--- src/rtl/reg_file_sb.sv ---
// reg_file_sb: writeback end of the pipeline. Commits the WB stage's
// destination/result pair into a 32 x 32-bit MIPS register file, serves two
// combinational read ports with same-cycle write-through bypass, and keeps a
// per-register busy scoreboard that drives the decode stall request.
//
// Optional debug port, enabled by defining REGFILE_DBG_PORT_EN:
//   dbg_addr/dbg_data : raw read of stored contents (no bypass, r0 reads 0)
//   dbg_wr_count      : number of committed writes, wraps at 2^32
module reg_file_sb #(
  parameter int DATA_W = 32,
  parameter int ADDR_W = 5
) (
  input  logic              clk,
  input  logic              rst,
  input  logic [ADDR_W-1:0] wb_rd,
  input  logic [DATA_W-1:0] wb_result,
  input  logic [ADDR_W-1:0] rs_addr,
  input  logic [ADDR_W-1:0] rt_addr,
  input  logic              rs_used,
  input  logic              rt_used,
  input  logic              issue_valid,
  input  logic [ADDR_W-1:0] issue_rd,
  output logic [DATA_W-1:0] rs_data,
  output logic [DATA_W-1:0] rt_data,
  output logic              rs_busy,
  output logic              rt_busy,
  output logic              stall
`ifdef REGFILE_DBG_PORT_EN
  ,
  input  logic [ADDR_W-1:0] dbg_addr,
  output logic [DATA_W-1:0] dbg_data,
  output logic [31:0]       dbg_wr_count
`endif
);

  localparam int NREG = 1 << ADDR_W;

  // A zero destination index is the only write disable.
  logic wb_en;
  assign wb_en = (wb_rd != '0);

  logic [DATA_W-1:0] regs_q [NREG];
  logic [NREG-1:0]   busy_q;
  logic [NREG-1:0]   busy_d;
  logic              issue_set;

  // Register storage: commit the writeback result on every edge with a non-zero index.
  always_ff @(posedge clk or posedge rst) begin
    if (rst) begin
      // NOTE: the array is reset on purpose -- every register must read 0
      // straight out of reset, so this storage maps to flops, not a RAM macro.
      for (int i = 0; i < NREG; i++) begin
        regs_q[i] <= '0;
      end
    end else if (wb_en) begin
      // NOTE: non-blocking so every read in this edge sees pre-edge state.
      regs_q[wb_rd] <= wb_result;
    end
  end

  // Read port A: register 0 is hardwired, then the bypass, then storage.
  always_comb begin
    // NOTE: default first so no path through the block leaves rs_data unassigned (no latch).
    rs_data = '0;
    if (rs_addr != '0) begin
      rs_data = (rs_addr == wb_rd) ? wb_result : regs_q[rs_addr];
    end
  end

  // Read port B: same priority as port A.
  always_comb begin
    rt_data = '0;
    if (rt_addr != '0) begin
      rt_data = (rt_addr == wb_rd) ? wb_result : regs_q[rt_addr];
    end
  end

  // Operand readiness: a register being written this cycle is ready via the bypass.
  always_comb begin
    rs_busy = busy_q[rs_addr] && !(wb_en && (wb_rd == rs_addr));
    rt_busy = busy_q[rt_addr] && !(wb_en && (wb_rd == rt_addr));
    stall   = (rs_busy && rs_used) || (rt_busy && rt_used);
  end

  // Scoreboard next state: clear on writeback, then set on issue so a new
  // producer for the same register wins over the retiring one.
  always_comb begin
    issue_set = issue_valid && !stall && (issue_rd != '0);
    busy_d    = busy_q;
    if (wb_en) begin
      busy_d[wb_rd] = 1'b0;
    end
    if (issue_set) begin
      busy_d[issue_rd] = 1'b1;
    end
    busy_d[0] = 1'b0;
  end

  // Scoreboard state register.
  always_ff @(posedge clk or posedge rst) begin
    if (rst) begin
      busy_q <= '0;
    end else begin
      busy_q <= busy_d;
    end
  end

`ifdef REGFILE_DBG_PORT_EN
  logic [31:0] wr_count_q;
  logic [31:0] wr_count_d;

  // Debug read: stored value only, never the in-flight writeback.
  always_comb begin
    dbg_data = '0;
    if (dbg_addr != '0) begin
      dbg_data = regs_q[dbg_addr];
    end
  end

  // Committed-write counter next state; wraps naturally at 2^32.
  always_comb begin
    wr_count_d = wr_count_q;
    if (wb_en) begin
      wr_count_d = wr_count_q + 32'd1;
    end
  end

  // Committed-write counter register.
  always_ff @(posedge clk or posedge rst) begin
    if (rst) begin
      wr_count_q <= '0;
    end else begin
      wr_count_q <= wr_count_d;
    end
  end

  assign dbg_wr_count = wr_count_q;
`endif

endmodule

--- config.mk ---
export PLATFORM = sky130hd
export DESIGN_NAME = reg_file_sb
export DESIGN_NICKNAME = d
export VERILOG_FILES = /design/src/rtl/reg_file_sb.sv
export SDC_FILE = /design/constraint.sdc
export NUM_CORES = 2
export LEC_CHECK = 0
export ABC_AREA = 1
export CORE_MARGIN = 5
export CORE_UTILIZATION = 30
export DETAILED_ROUTE_END_ITERATION = 10
export HOLD_SLACK_MARGIN = 0.08
export SLEW_MARGIN = 20
export SYNTH_ARGS = -nofsm -noshare
export SYNTH_HDL_FRONTEND = slang
export SYNTH_SLANG_ARGS = --single-unit
--- constraint.sdc ---
create_clock -name clk -period 42.3 [get_ports clk]
set_input_delay 10.575 -clock clk [delete_from_list [all_inputs] [get_ports clk]]
set_output_delay 10.575 -clock clk [all_outputs]
set_load 0.05 [all_outputs]
# == Yosys cells after proc, flatten, opt, wreduce, memory -nomap -nowiden ==
# Index checks and enable logic that the tools add are counted.
# W data, S select, Z words.
# totals
register_bits,1055
input_bits,57
out_inout_bits,67
wordCells,95
# op_classes
n_lt_le_gt_ge,10
eq_ne,4
muxes,23
bitwise,6
reduce_logical,19
# op_table
operator,n
$bwmux W1024,1
$mux W32,11
$bmux W32 S5,2
$demux W32 S5,1
$and A32 B32 Y32,1
$not A32 Y32,1
$or A32 B32 Y32,1
$lt A5 B6 Y1 const B,4
$eq A5 B5 Y1,4
$reduce_bool A5 Y1,4
$ge A6 B6 Y1 const B,3
$not A5 Y6,3
$logic_and A1 B1 Y1,11
$bmux W1 S5,2
$demux W1 S5,2
$ge A5 B1 Y1 const B,2
$lt A6 B1 Y1 const B,1
$mux W1,4
$logic_not A1 Y1,3
$logic_or A1 B1 Y1,1

# == Longest topological paths before layout ==
# logic_depth
ltp_word,10
depth_mapped,13
mapped_depth_nobuf,12

# == Least setup slack after synthesis ==
# No wires, ideal clock.
# synth_path
kind,in2out
start,in rt_addr[2]
end,out rt_data[6]
arrival_time_ns,12.425
required_time_ns,31.725
setup_slack_ns,19.300
cell_stages,10
n_path_buf,3
cell_sequence,buf_2 > inv_2 > buf_2 > clkbuf_1 > a21oi_1 > o211ai_1 > nand3_1 > nand2_1 > nand2_1 > a21oi_1
# synth_between
elab_chain_cells,6
word_cells_on_any_way,8
classes_between,eq/ne (1); mux (5); bitwise (1); reduce/logical (1)
# synth_rtl
element,line_no,rtl
start: declaration,18,"input logic [ADDR_W-1:0] rt_addr,"
$not A5 Y6 (implied by the code),74,rt_data = (rt_addr == wb_rd) ? wb_result : regs_q[rt_addr];
$bmux W32 S5,74,
$mux W32 (implied by the code) (2 in series),74,
$mux W32,74,
$mux W32 *,73,if (rt_addr != '0) begin
end: declaration,24,"output logic [DATA_W-1:0] rt_data,"
# Mark *: on every way between the ends. The rest lies on a longest branch, timed or not. The select of a mux whose other input is x is not followed.

# == Worst setup path after layout ==
# layout_path
start,in rt_addr[1]
end,out rt_data[29]
# Same word-level chain as after synthesis.

==> results.py <==
metrics = {
    "run_status": {
        "outcome": "finished clean",
    },
    "clock_network": {
        "cts_max_path_buffers": 3,
        "cts_resized": 0,
        "root_buffer": "clkbuf_16",
        "post-cts-setup-buffers": 0,
        "holdBufCountCts": 0,
        "path_clk_slew_ns": 0.06,
        "cts_sinks": 1055,
        "cts_tree": "yes",
        "cts_made_buffers": 115,
        "clock_latency_ns": 0.72,
        "htreeDepth": 3,
    },
    "global_route": {
        "grt_pass1_wl_mm": 370,
        "antenna_found_initial": 18,
        "track_usage": 0.247,
        "grt_max_degree": 175,
        "overflow": 0,
        "grt_pass1_vias": 53100,
    },
    "yosys": {
        "synth-seq-cells": 1055,
        "ys.warnings.count": 0,
        "synth_edf_count": 0,
        "netlist_area_um2": 56800,
        "synth_top_area_frac": 0.464,
        "synth_common_cells": "2132 x nand2_1, 1319 x o21ai_0, 1055 x dfrtp_1, 605 x a21oi_1, 421 x nand3_1",
        "synth_most_common_cell": "nand2_1",
        "syn-instance-count": 7634,
        "synth_area_leader_cell": "dfrtp_1",
        "yosysUniqueCellTypes": 36,
        "ys_seq_area_frac": 0.464,
        "synth_area_per_cell_um2": 7.45,
        "synthTopCellsByArea": "dfrtp_1 46%, nand2_1 14%, o21ai_0 12%",
        "syn-num-nets": 7691,
        "synth-async-reset-ratio": 1.00,
        "synth_flop_cell": "dfrtp_1",
    },
    "power": {
        "p_leak_nw": 27.5,
        "p_total_mw": 3.04,
        "sw_frac_of_total": 0.338,
        "switchingPower_mw": 1.03,
        "p_per_area_nw_per_um2": 48.3,
        "clockPowerShare": 0.344,
        "pwr-share-comb": 0.209,
        "ir_drop_uv": 37.0,
        "power.internal_mw": 2.01,
        "pwr-share-seq": 0.447,
    },
    "layout": {
        "area_growth_pct": 10.8,
        "num-nets-final": 7318,
        "final_util": 0.335,
        "drive_above_1_share": 0.0514,
        "final_cells": 9859,
        "fillers": 19800,
    },
    "timing": {
        "fin_crit_ns": 26.57,
        "rsz0062_at_grt": "false",
        "skew_ns": 0.00928,
        "setup_tns_ns": 0,
        "fin_hold_ws_ns": 0.380,
        "worst_pin_slew_ns": 1.24,
        "setup_viol": 0,
        "hold_viol": 0,
        "max_freq_ghz": 0.0376,
        "relSlewSlack": 0.172,
        "drv_slew": 0,
        "fin_crit_sh": 0.628,
    },
    "detailed_routing": {
        "wire_per_inst_um": 25.9,
        "via_count": 57300,
        "dr.pass1.iters": 7,
        "vias_per_cell": 5.81,
        "drcViolationCount": 0,
        "postRouteAntennaNets": 0,
        "first_iter_violations": 9493,
        "wirelength_mm": 255,
    },
    "die": {
        "core_um2": 188000,
        "die_area_um2": 198000,
        "rows": 159,
        "die_height_um": 445,
        "start_util": 0.302,
        "num_io_pins": 124,
        "die_w_um": 445,
    },
    "placed_design": {
        "gp_congestion": 0.885,
        "place_inst": 9639,
        "hpwlAfterDp_mm": 137,
        "numPortBuffers": 123,
    },
    "setup_path": {
        "critPathKind": "input pin to output port",
        "crit_path_start": "rt_addr[1]",
        "worstPathRequired_ns": 31.72,
        "crit_arrival_ns": 16.00,
        "critPathLaunchType": "input pin",
        "worst-path-max-fanout": 138,
        "cp-end-kind": "output port",
        "r2r_start": "busy_q[30]$_DFF_PP0_",
    },
    "run": {
        "max_cap_viol_count": 0,
    },
    "worst_hold_path": {
        "hp-class": "flop to flop",
        "hp-start": "regs_q[998]$_DFFE_PP0P_",
    },
}
[cells in the final DEF, fill, tap and decap left out, types with 26 or more instances in the layout]
cell             synthesis  layout
nand4_1                111     111
a21oi_1                605     605
nand2_1               2132    2116
a22oi_1                 81      81
clkbuf_16                0     116
o21ai_1                145     145
nand3_1                421     414
o211ai_1               221     221
clkbuf_1               397      26
inv_1                  398     396
o21ai_0               1319    1319
nor2_1                 241     237
dfrtp_1               1055    1055
o221ai_1                27      27
o22ai_1                 28      28
buf_4                   45     108
clkdlybuf4s50_1          0     113
[stage by stage]
stage | setup slack [ns] | instance area (um^2)
after global routing | 15.82 | 63000
after CTS | 15.96 | 62900
after detailed placement | 16.00 | 59100
after global placement | 15.96 | 59100
after floorplan | 2.03 | 56800
final | 15.73 | 63000
[worst max-delay path: stages]
cell and delay [ns]:
clkbuf_8 0.32, nor2_4 0.81, buf_12 0.73, buf_4 0.93, nand2_1 0.13, o2111ai_1 0.12, nand3_1 0.11, nand2_1 0.09
nor2_1 0.05, a21oi_1 0.87, clkdlybuf4s50_1 0.98
[registers in the layout, indices dropped and copies added (netlist names)]
| name | count |
|---|---|
| regs_q | 1024 |
| busy_q | 31 |
[per-layer routing]
layer,GRT usage,share of wire,vias up
li1,-,-,24900
met1,0.320,0.38,27400
met2,0.378,0.43,3972
met3,0.0460,0.11,972
met4,0.166,0.080,8
met5,0,0.00026,-
[power by group through the flow]
stage / Sequential, mW / Combinational (mW) / Clock (mW)
2_1_floorplan: 1.34 / 0.441 / 0
5_1_grt: 1.38 / 0.703 / 1.09
3_5_place_dp: 1.37 / 0.624 / 0
4_1_cts: 1.35 / 0.626 / 1.05
6_report: 1.36 / 0.636 / 1.05
3_3_place_gp: 1.36 / 0.610 / 0
[area by class of cell]
type	instances	area [um^2]	area share
Sequential cell	1055	26400	0.419
Multi-Input combinational cell	5440	25900	0.411
Clock buffer	163	3290	0.0522
Tap cell	2495	3120	0.0496
Timing Repair Buffer	235	2150	0.0341
Inverter	414	1580	0.0251
Clock inverter	45	544	0.00864
Antenna cell	12	30.0	0.000477
[path summary, 6_finish.rpt]
kind / slack [ns] / cells past startpoint / to
max: 15.73 / 11 / rt_data[29]
min: 0.38 / 0 / regs_q[998]$_DFFE_PP0P_
max reg2reg: 40.04 / 11 / busy_q[15]$_DFF_PP0_
min reg2reg: 0.38 / 0 / regs_q[998]$_DFFE_PP0P_
max in group asynchronous: 28.42 / 5 / regs_q[131]$_DFFE_PP0P_
min in group asynchronous: 10.34 / 2 / regs_q[567]$_DFFE_PP0P_
[logic make-up (layout without fill, tap and decap cells)]
logic type | after synthesis | in the layout | synth area share
XOR/XNOR | 7 | 7 | 0.00108
flip-flops | 1055 | 1055 | 0.464
buffers and inverters | 1139 | 857 | 0.0855
AO/OA/AOI/OAI | 2487 | 2487 | 0.238
other | 0 | 12 | 0
AND/OR/NAND/NOR | 2946 | 2946 | 0.211
No activity file was read; power rests on OpenSTA's default activity.
